**src/rtl/fifo_pkg.sv**
```systemverilog
`default_nettype none
// +--------------------------------------------------------------------------+
// | Module   : fifo_pkg                                                      |
// | Purpose  : Shared definitions for the async FIFO and its read-side       |
// |            packer: packer state encoding, default widths and the log2    |
// |            helper used to size counters.                                 |
// | Ports    : none (package)                                                |
// | Revision : 1.0 - initial release                                         |
// +--------------------------------------------------------------------------+
package fifo_pkg;

  localparam int c_DEF_DATA_WIDTH = 8;
  localparam int c_DEF_PACK_RATIO = 4;

  typedef enum logic [1:0] {
    FILL  = 2'd0,
    FULL  = 2'd1,
    FLUSH = 2'd2
  } pack_state_e;

  // Ceiling log2; returns 0 for values <= 1.
  function automatic int fifo_log2(input int value);
    int result;
    int v;
    result = 0;
    v      = value - 1;
    while (v > 0) begin
      result = result + 1;
      v      = v >> 1;
    end
    return result;
  endfunction

endpackage : fifo_pkg
`default_nettype wire

```
**src/rtl/fifo_out_reg.sv**
```systemverilog
`default_nettype none
// +--------------------------------------------------------------------------+
// | Module   : fifo_out_reg                                                  |
// | Purpose  : Valid/ready output holding register for the read packer.      |
// |            Captures data/bytes/last (and lane parity when enabled) on    |
// |            load and holds them stable until the word is accepted.        |
// | Macro    : FIFO_PACK_PARITY_EN adds per-lane even parity (par_o).        |
// | Ports    : rclk, reset        - clock, synchronous active-high reset     |
// |            load_i             - load a new word (only when out_free_o)   |
// |            data_i/bytes_i/last_i - word to load                          |
// |            out_ready_i        - downstream accept                        |
// |            out_free_o         - register empty or being drained          |
// |            valid_o/data_o/bytes_o/last_o[/par_o] - held output word      |
// | Revision : 1.0 - initial release                                         |
// +--------------------------------------------------------------------------+
module fifo_out_reg
  import fifo_pkg::*;
#(
  parameter int  DATA_WIDTH = c_DEF_DATA_WIDTH,
  parameter int  PACK_RATIO = c_DEF_PACK_RATIO,
  localparam int CNT_W      = fifo_log2(PACK_RATIO + 1),
  localparam int ACC_W      = DATA_WIDTH * PACK_RATIO
) (
  input  logic             rclk,
  input  logic             reset,
  input  logic             load_i,
  input  logic [ACC_W-1:0] data_i,
  input  logic [CNT_W-1:0] bytes_i,
  input  logic             last_i,
  input  logic             out_ready_i,
  output logic             out_free_o,
`ifdef FIFO_PACK_PARITY_EN
  output logic [PACK_RATIO-1:0] par_o,
`endif
  output logic             valid_o,
  output logic [ACC_W-1:0] data_o,
  output logic [CNT_W-1:0] bytes_o,
  output logic             last_o
);

  logic             valid_q;
  logic [ACC_W-1:0] data_q;
  logic [CNT_W-1:0] bytes_q;
  logic             last_q;

  assign out_free_o = !valid_q || out_ready_i;

`ifdef FIFO_PACK_PARITY_EN
  logic [PACK_RATIO-1:0] par_d;
  logic [PACK_RATIO-1:0] par_q;

  // Zeroed (unfilled) lanes reduce to parity 0 automatically.
  for (genvar g = 0; g < PACK_RATIO; g++) begin : g_par
    assign par_d[g] = ^data_i[g*DATA_WIDTH +: DATA_WIDTH];
  end

  always_ff @(posedge rclk) begin
    if (reset) begin
      par_q <= '0;
    end else if (load_i) begin
      par_q <= par_d;
    end
  end

  assign par_o = par_q;
`endif

  always_ff @(posedge rclk) begin
    if (reset) begin
      valid_q <= 1'b0;
      data_q  <= '0;
      bytes_q <= '0;
      last_q  <= 1'b0;
    end else begin
      if (load_i) begin
        valid_q <= 1'b1;
        data_q  <= data_i;
        bytes_q <= bytes_i;
        last_q  <= last_i;
      end else if (out_ready_i) begin
        valid_q <= 1'b0;
      end
    end
  end

  assign valid_o = valid_q;
  assign data_o  = data_q;
  assign bytes_o = bytes_q;
  assign last_o  = last_q;

endmodule : fifo_out_reg
`default_nettype wire

```
**src/rtl/fifo_rd_packer.sv**
```systemverilog
`default_nettype none
// +--------------------------------------------------------------------------+
// | Module   : fifo_rd_packer                                                |
// | Purpose  : Read-side consumer of the async FIFO (rclk domain). Drains    |
// |            DATA_WIDTH words via get/empty_bar/fifo_data, packs           |
// |            PACK_RATIO of them little-endian into one wide word and       |
// |            presents it on a valid/ready stream. A flush pulse emits the  |
// |            partial word with its lane count and out_last=1.              |
// | Macro    : FIFO_PACK_PARITY_EN adds out_par (per-lane even parity).      |
// | Ports    : rclk, reset   - clock, synchronous active-high reset          |
// |            empty_bar     - FIFO holds data                               |
// |            get           - FIFO read strobe (combinational)              |
// |            fifo_data     - FIFO read data, valid when get && empty_bar   |
// |            flush         - emit the partial word                         |
// |            out_valid/out_ready - output handshake                        |
// |            out_data/out_bytes/out_last[/out_par] - output word           |
// |            busy          - partial data, held word or pending flush      |
// | Revision : 1.0 - initial release                                         |
// +--------------------------------------------------------------------------+
module fifo_rd_packer
  import fifo_pkg::*;
#(
  parameter int  DATA_WIDTH = c_DEF_DATA_WIDTH,
  parameter int  PACK_RATIO = c_DEF_PACK_RATIO,
  localparam int CNT_W      = fifo_log2(PACK_RATIO + 1),
  localparam int ACC_W      = DATA_WIDTH * PACK_RATIO
) (
  input  logic                  rclk,
  input  logic                  reset,
  input  logic                  empty_bar,
  output logic                  get,
  input  logic [DATA_WIDTH-1:0] fifo_data,
  input  logic                  flush,
  output logic                  out_valid,
  input  logic                  out_ready,
  output logic [ACC_W-1:0]      out_data,
  output logic [CNT_W-1:0]      out_bytes,
  output logic                  out_last,
`ifdef FIFO_PACK_PARITY_EN
  output logic [PACK_RATIO-1:0] out_par,
`endif
  output logic                  busy
);

  pack_state_e      state_q, state_d;
  logic [CNT_W-1:0] cnt_q, cnt_d;
  logic [ACC_W-1:0] acc_q, acc_d;
  logic             flush_pend_q, flush_pend_d;

  logic             get_c;
  logic             flush_clr;
  logic             out_free;
  logic             load;
  logic [ACC_W-1:0] load_data;
  logic [CNT_W-1:0] load_bytes;
  logic             load_last;
  logic [CNT_W-1:0] wr_lane;
  logic [ACC_W-1:0] acc_masked;

  // Lanes at or above cnt may hold stale data from an earlier word.
  always_comb begin
    acc_masked = '0;
    for (int i = 0; i < PACK_RATIO; i++) begin
      if (CNT_W'(i) < cnt_q) begin
        acc_masked[i*DATA_WIDTH +: DATA_WIDTH] = acc_q[i*DATA_WIDTH +: DATA_WIDTH];
      end
    end
  end

  always_comb begin
    state_d    = state_q;
    cnt_d      = cnt_q;
    acc_d      = acc_q;
    get_c      = 1'b0;
    flush_clr  = 1'b0;
    load       = 1'b0;
    load_data  = acc_q;
    load_bytes = CNT_W'(PACK_RATIO);
    load_last  = 1'b0;
    wr_lane    = cnt_q;

    case (state_q)
      FILL: begin
        get_c = empty_bar && !flush_pend_q && (cnt_q < CNT_W'(PACK_RATIO));
        if (get_c) begin
          cnt_d = cnt_q + CNT_W'(1);
        end
        if (cnt_d == CNT_W'(PACK_RATIO)) begin
          state_d = FULL;
        end else if (flush_pend_q) begin
          state_d = FLUSH;
        end
      end

      FULL: begin
        if (out_free) begin
          load       = 1'b1;
          load_data  = acc_q;
          load_bytes = CNT_W'(PACK_RATIO);
          load_last  = 1'b0;
          // Refill lane 0 in the hand-off cycle to keep one word per clock;
          // a pending flush blocks it so the flushed word stays empty or short.
          get_c      = empty_bar && !flush_pend_q;
          wr_lane    = '0;
          cnt_d      = get_c ? CNT_W'(1) : '0;
          state_d    = flush_pend_q ? FLUSH : FILL;
        end
      end

      FLUSH: begin
        if (cnt_q == '0) begin
          flush_clr = 1'b1;
          state_d   = FILL;
        end else if (out_free) begin
          load       = 1'b1;
          load_data  = acc_masked;
          load_bytes = cnt_q;
          load_last  = 1'b1;
          cnt_d      = '0;
          flush_clr  = 1'b1;
          state_d    = FILL;
        end
      end

      default: begin
        state_d = FILL;
      end
    endcase

    if (get_c) begin
      for (int i = 0; i < PACK_RATIO; i++) begin
        if (wr_lane == CNT_W'(i)) begin
          acc_d[i*DATA_WIDTH +: DATA_WIDTH] = fifo_data;
        end
      end
    end
  end

  // A flush arriving in the same cycle the previous one is served stays pending.
  assign flush_pend_d = flush || (flush_pend_q && !flush_clr);

  always_ff @(posedge rclk) begin
    if (reset) begin
      state_q      <= FILL;
      cnt_q        <= '0;
      acc_q        <= '0;
      flush_pend_q <= 1'b0;
    end else begin
      state_q      <= state_d;
      cnt_q        <= cnt_d;
      acc_q        <= acc_d;
      flush_pend_q <= flush_pend_d;
    end
  end

  assign get  = get_c && !reset;
  assign busy = (cnt_q != '0) || out_valid || flush_pend_q;

  fifo_out_reg #(
    .DATA_WIDTH (DATA_WIDTH),
    .PACK_RATIO (PACK_RATIO)
  ) u_out_reg (
    .rclk        (rclk),
    .reset       (reset),
    .load_i      (load),
    .data_i      (load_data),
    .bytes_i     (load_bytes),
    .last_i      (load_last),
    .out_ready_i (out_ready),
    .out_free_o  (out_free),
`ifdef FIFO_PACK_PARITY_EN
    .par_o       (out_par),
`endif
    .valid_o     (out_valid),
    .data_o      (out_data),
    .bytes_o     (out_bytes),
    .last_o      (out_last)
  );

endmodule : fifo_rd_packer
`default_nettype wire

```
**config.mk**
```make
export PLATFORM = sky130hd
export DESIGN_NAME = fifo_rd_packer
export DESIGN_NICKNAME = d
export VERILOG_FILES = /design/src/rtl/fifo_pkg.sv /design/src/rtl/fifo_out_reg.sv /design/src/rtl/fifo_rd_packer.sv
export SDC_FILE = /design/constraint.sdc
export NUM_CORES = 1
export LEC_CHECK = 0
export CORE_MARGIN = 2
export CORE_UTILIZATION = 53
export CTS_CLUSTER_DIAMETER = 40
export DETAILED_ROUTE_END_ITERATION = 10
export PLACE_DENSITY_LB_ADDON = 0.3
export SYNTH_ARGS = -nofsm -noshare
export SYNTH_HDL_FRONTEND = slang
export SYNTH_SLANG_ARGS = --single-unit
```
**constraint.sdc**
```tcl
create_clock -name rclk -period 2.2 [get_ports rclk]
set_input_delay 0.55 -clock rclk [delete_from_list [all_inputs] [get_ports rclk]]
set_output_delay 0.55 -clock rclk [all_outputs]
set_load 0.02 [all_outputs]
```
======== Word level (Yosys, flattened, before mapping) ========
Cells that the tools add are included.
operators by class
  add/sub/neg operators ................... 1
  $lt $le $gt $ge ......................... 5
  equal/unequal tests ..................... 10
  mux-type cells .......................... 35
  reduce and logical (&&, ||, !) cells .... 24
operator list
  kind                 count
  $mux 32              3
  $mux 8               4
  $mux 3               9
  $mux 2               6
  $mux 1               9
  $pmux 3 s3           1
  $reduce_and 2->1     4
  $eq 3x2->1 const B   2
  $logic_not 3->1      2
  $lt 1x3->1 const A   2
  $lt 2x3->1 const A   2
  $ne 3x3->1 const B   2
  $pmux 2 s3           1
  $reduce_and 3->1     2
  $reduce_bool 3->1    2
  $logic_and 1x1->1    4
  $logic_not 1->1      4
  $logic_or 1x1->1     4
  $ne 2x2->1 const B   2
  $pmux 1 s2           2
  $add 3x1->3 const B  1
  $eq 3x1->1 const B   1
  $eq 3x3->1 const B   1
  $lt 3x3->1 const B   1
  4 further kinds      4
storage, ports and cells
  bits in registers ....................... 75
  bits of input ports ..................... 13
  output and inout port bits .............. 39
  word-level logic and storage cells ...... 86

======== Longest topological paths before layout ========
  word-level depth ........................ 8
  mapped depth ............................ 9
  depth with buffers taken out ............ 6

======== Modules after synthesis ========
From an unflattened synthesis, not the netlist that was laid out.
second synthesis, totals
  cells, all modules ...................... 339
  area total of the unflattened synthesis .. 3333.2 um^2
modules (own cells, without submodules)
  module          times used  cells each  area an instance (um^2)  sequential area each (um^2)
  fifo_rd_packer  1           219         1991.9                   760.7
  fifo_out_reg    1           120         1341.3                   740.7

======== Worst setup path after synthesis ========
OpenSTA, ideal clock, no wires.
  path kind ............................... flip-flop to output port
  start point ............................. register state_q[1]
  end point ............................... output port get
  arrival time ............................ 1587 ps
  required time ........................... 1650 ps
  slack ................................... 63 ps
  stages on the path, launching flop included .. 7
  path buffers ............................ 2
  cells stage by stage .................... dfxtp_1 inv_1 ha_1 buf_6 clkbuf_1 a21oi_1 nor3_1
on the way
  word-level cells in the longest chain between the ends .. 3
  elaborated cells on any way between the ends .. 4
  classes of those cells .................. eq/ne (1); mux (1); reduce/logical (2)
ends and longest elaborated chain
  what                                                  RTL line               source
  start: declaration                                    fifo_rd_packer.sv:45   pack_state_e state_q, state_d;
  start signal: assignment                              fifo_rd_packer.sv:149  state_q <= state_d;
  $eq 2x1->1 / $logic_not 2->1 (equally long branches)  fifo_rd_packer.sv:82   case (state_q)
  $pmux 1 s2 *                                          fifo_rd_packer.sv:82
  $logic_and 1x1->1 *                                   fifo_rd_packer.sv:156  assign get = get_c && !reset;
  end: declaration                                      fifo_rd_packer.sv:31   output logic get,
Every way passes the cells marked *; elsewhere a longest branch is shown, timed or not.

======== Final worst setup path ========
  start point ............................. input port out_ready
  end point ............................... output port get
on the way
  word-level cells in the longest chain between the ends .. 4
ends and longest elaborated chain
  what                RTL line               source
  start: declaration  fifo_rd_packer.sv:35   input logic out_ready,
  $logic_or 1x1->1    fifo_out_reg.sv:46     assign out_free_o = !valid_q || out_ready_i;
  $mux 1              fifo_rd_packer.sv:96   if (out_free) begin
  $pmux 1 s2          fifo_rd_packer.sv:82
  $logic_and 1x1->1   fifo_rd_packer.sv:156
Every way passes these cells.

==> run summary <==
syn_area_per_cell: 9.44 sq um
Clk pwr share: 42.5%
status: finished, final reports clean
vias in the first global route: 2589
Slew HR: 61.5%
Yosys cell types: 49
crit path capture type: output port
combinational power share: 11.6%
pin count of the biggest net entering global routing: 59
die width: 82.2 microns
IO Pins: 52
total track usage: 25.0%
post-synthesis sequential area ratio: 46.4%
fmax: 0.477 GHz
Final Skew: 0.00894 ns
global-route wire length before repair: 12700 microns
Slowest-stage cell, CP: clkdlybuf4s50_1
YS warnings: 0
Post-synth EDFFs: 0
final hold slack: 0.464 ns
cell taking the most area after synthesis: dfxtp_1
max incr delay on CP: 0.47 ns
drt drc: 0
Tmin final: 2.10 ns
worst path cell trace: clkdlybuf4s50_1 -> nand2b_1 -> a21oi_1 -> nor3_2 -> buf_4
Clock Latency Late Sink: 0.36 ns
Final Hold Vio Count: 0
min-delay worst type: reg -> reg
Reg clk slew, reported paths: 0.08 ns
Setup TNS Final: 0 ns
main flop type after synthesis: dfxtp_1
PortBufs: 51
crit-path max FO: 2
Pint: 2.30 mW
Ant. Diodes: 0
CP Launch Type: input port
Via density: 5.85
Setup violations, final: 0
Yosys reg bits: 75
CTS tree: done
layout cells sized above 1: 15.8%
LEAKAGE: 1.48 nW
core area: 0.00592 sq mm
Detailed Place HPWL: 5520 microns
final WL: 8030 microns
Critical Path AT: 1.55 ns
H-tree levels: 3
CP Data Required Time: 1.65 ns
most frequent cells after synthesis: dfxtp_1, nand3_1, a21oi_1, nor2_1, mux2i_1
Peak supply drop: 0.448 mV
Post-synth ARST share: 0%
pre-CTS WS: -0.460 ns
die footprint: 0.00675 sq mm
Area contributors post-synth: dfxtp_1, mux2i_1, nand3_1
Sw Ratio: 24.7%
Slew Viols, Final: 0
top-area cell type share of the netlist area: 46.4%
fin worst setup slack: 0.105 ns
Post-Syn Instances: 343
RSZ-0062 raised after global routing: no
Worst Path Buf+Inv: 2
Area Growth Syn to Fin: 29.9%
Placer Congestion: 0.904
placed cell area: 0.00396 sq mm
Finished Core Util: 71.1%
die height: 82.2 microns
cell area power density: 724 mW/mm^2
cell family with most CP delay: buffers and inverters
clk buf depth: 2
first-pass detailed-route iteration total: 4
final period utilization: 95.2%
Starting Density: 54.7%
Psw: 752 uW
post-route ant nets: 0
initial antenna violation count: 0
Post-CTS Setup Bufs: 0
syn_nets: 362
row count: 28
Worst-Margin Slew: 0.577 ns
Seq pwr share: 45.9%
Crit Path Class: in -> out
clock sink count: 75
Avg WL per Cell: 16.3 microns
Post-CTS Hold Buffers: 0
nets: 431
total of max-cap violations: 0
DR iter-0 viols: 187
Num CTS Buffers: 9
cell with the most instances after synthesis: dfxtp_1
grt ovf: 0
CTS Root Cell: clkbuf_8
via count: 2877
synthesized area: 0.00324 sq mm
Final Cell Area: 0.00421 sq mm
## cell usage in the layout, fill, tap and decap left out, types with 2 or more instances in the layout
master,instances
nor3_2,2
nand3_1,44
a2111oi_4,2
mux2i_1,24
nand2b_1,3
nand2_1,9
clkbuf_8,9
bufinv_16,3
dfxtp_1,75
buf_2,2
o21ai_0,9
a22o_1,10
o221ai_1,8
and2b_1,2
nor2_1,31
nor2b_1,2
ha_1,5
nor3b_1,4
inv_1,5
a31oi_1,2
buf_4,36
clkdlybuf4s50_1,48
a21oi_1,41
nor3_1,2
o211ai_1,8
## registers in the layout, summed over array words and instances (netlist names)
| register | flops |
|---|---|
| cnt_q | 3 |
| flush_pend_q | 1 |
| state_q | 2 |
| u_out_reg.last_o | 1 |
| acc_q | 32 |
| u_out_reg.bytes_o | 3 |
| u_out_reg.data_o | 32 |
| u_out_reg.valid_o | 1 |
## power groups by stage
| stage | Clock, mW | Sequential [mW] | Combinational (mW) |
|---|---|---|---|
| after floorplan | 0 | 1.43 | 0.205 |
| after global placement | 0 | 1.43 | 0.343 |
| after detailed placement | 0 | 1.43 | 0.350 |
| after CTS | 1.30 | 1.40 | 0.351 |
| after global routing | 1.36 | 1.40 | 0.385 |
| final | 1.29 | 1.40 | 0.354 |
## worst reg2reg max path, cell delays in order, from the launching register on
cell and delay [ns]:
dfxtp_1 0.32, inv_1 0.10, ha_1 0.19, buf_4 0.15, nand4bb_4 0.17, a2111oi_4 0.38
buf_4 0.26, mux2i_1 0.22, nor2_1 0.05
## worst paths after layout
check                                                 startpoint  cells past startpoint                          endpoint  slack (ns)
worst max-delay path                                   out_ready                      5                               get        0.10
worst max register to register           state_q[1]$_SDFFE_PP0P_                      8             acc_q[9]$_SDFFE_PP0P_        0.24
worst min register to register  u_out_reg.data_o[4]$_SDFFE_PP0P_                      2  u_out_reg.data_o[4]$_SDFFE_PP0P_        0.46
worst min-delay path            u_out_reg.data_o[4]$_SDFFE_PP0P_                      2  u_out_reg.data_o[4]$_SDFFE_PP0P_        0.46
## per-stage QoR
step | total power [mW] | cells
6_report | 3.05 | 492
5_1_grt | 3.15 | 492
4_1_cts | 3.05 | 492
3_5_place_dp | 1.78 | 476
3_3_place_gp | 1.77 | 476
2_1_floorplan | 1.63 | 343
## cells by family after synthesis
family                     share of synthesized area (%)
AOI/OAI and AO/OA                                   20.9
buffers and inverters                               5.45
DFF                                                 46.4
muxes                                               7.42
and+or+nand+nor                                     17.3
xor gates and xnor gates                           0.271
adders and majority gates                           2.32
## cell type report
cell class / instances / area, sq um
Clock buffer: 10 / 128
Clock inverter: 6 / 113
Fill cell: 470 / 1710
Inverter: 5 / 18.8
Multi-Input combinational cell: 234 / 1570
Sequential cell: 75 / 1500
Tap cell: 75 / 93.8
Timing Repair Buffer: 87 / 781
## metal layers
metal,share of wire [%],vias to the layer above,GRT usage [%]
li1,-,1398,-
met1,45,1367,33.0
met2,46,93,39.2
met3,5.9,19,6.30
met4,2.3,0,10.2
met5,0,-,0
## repair_timing
action | in CTS | in global routing
pin swaps | 1 | 0
setup endpoints to repair | 10 | 2
hold endpoints to repair | 0 | 0
resized for setup | 9 | 4
Note: power is estimated with default switching activity, not from simulation.
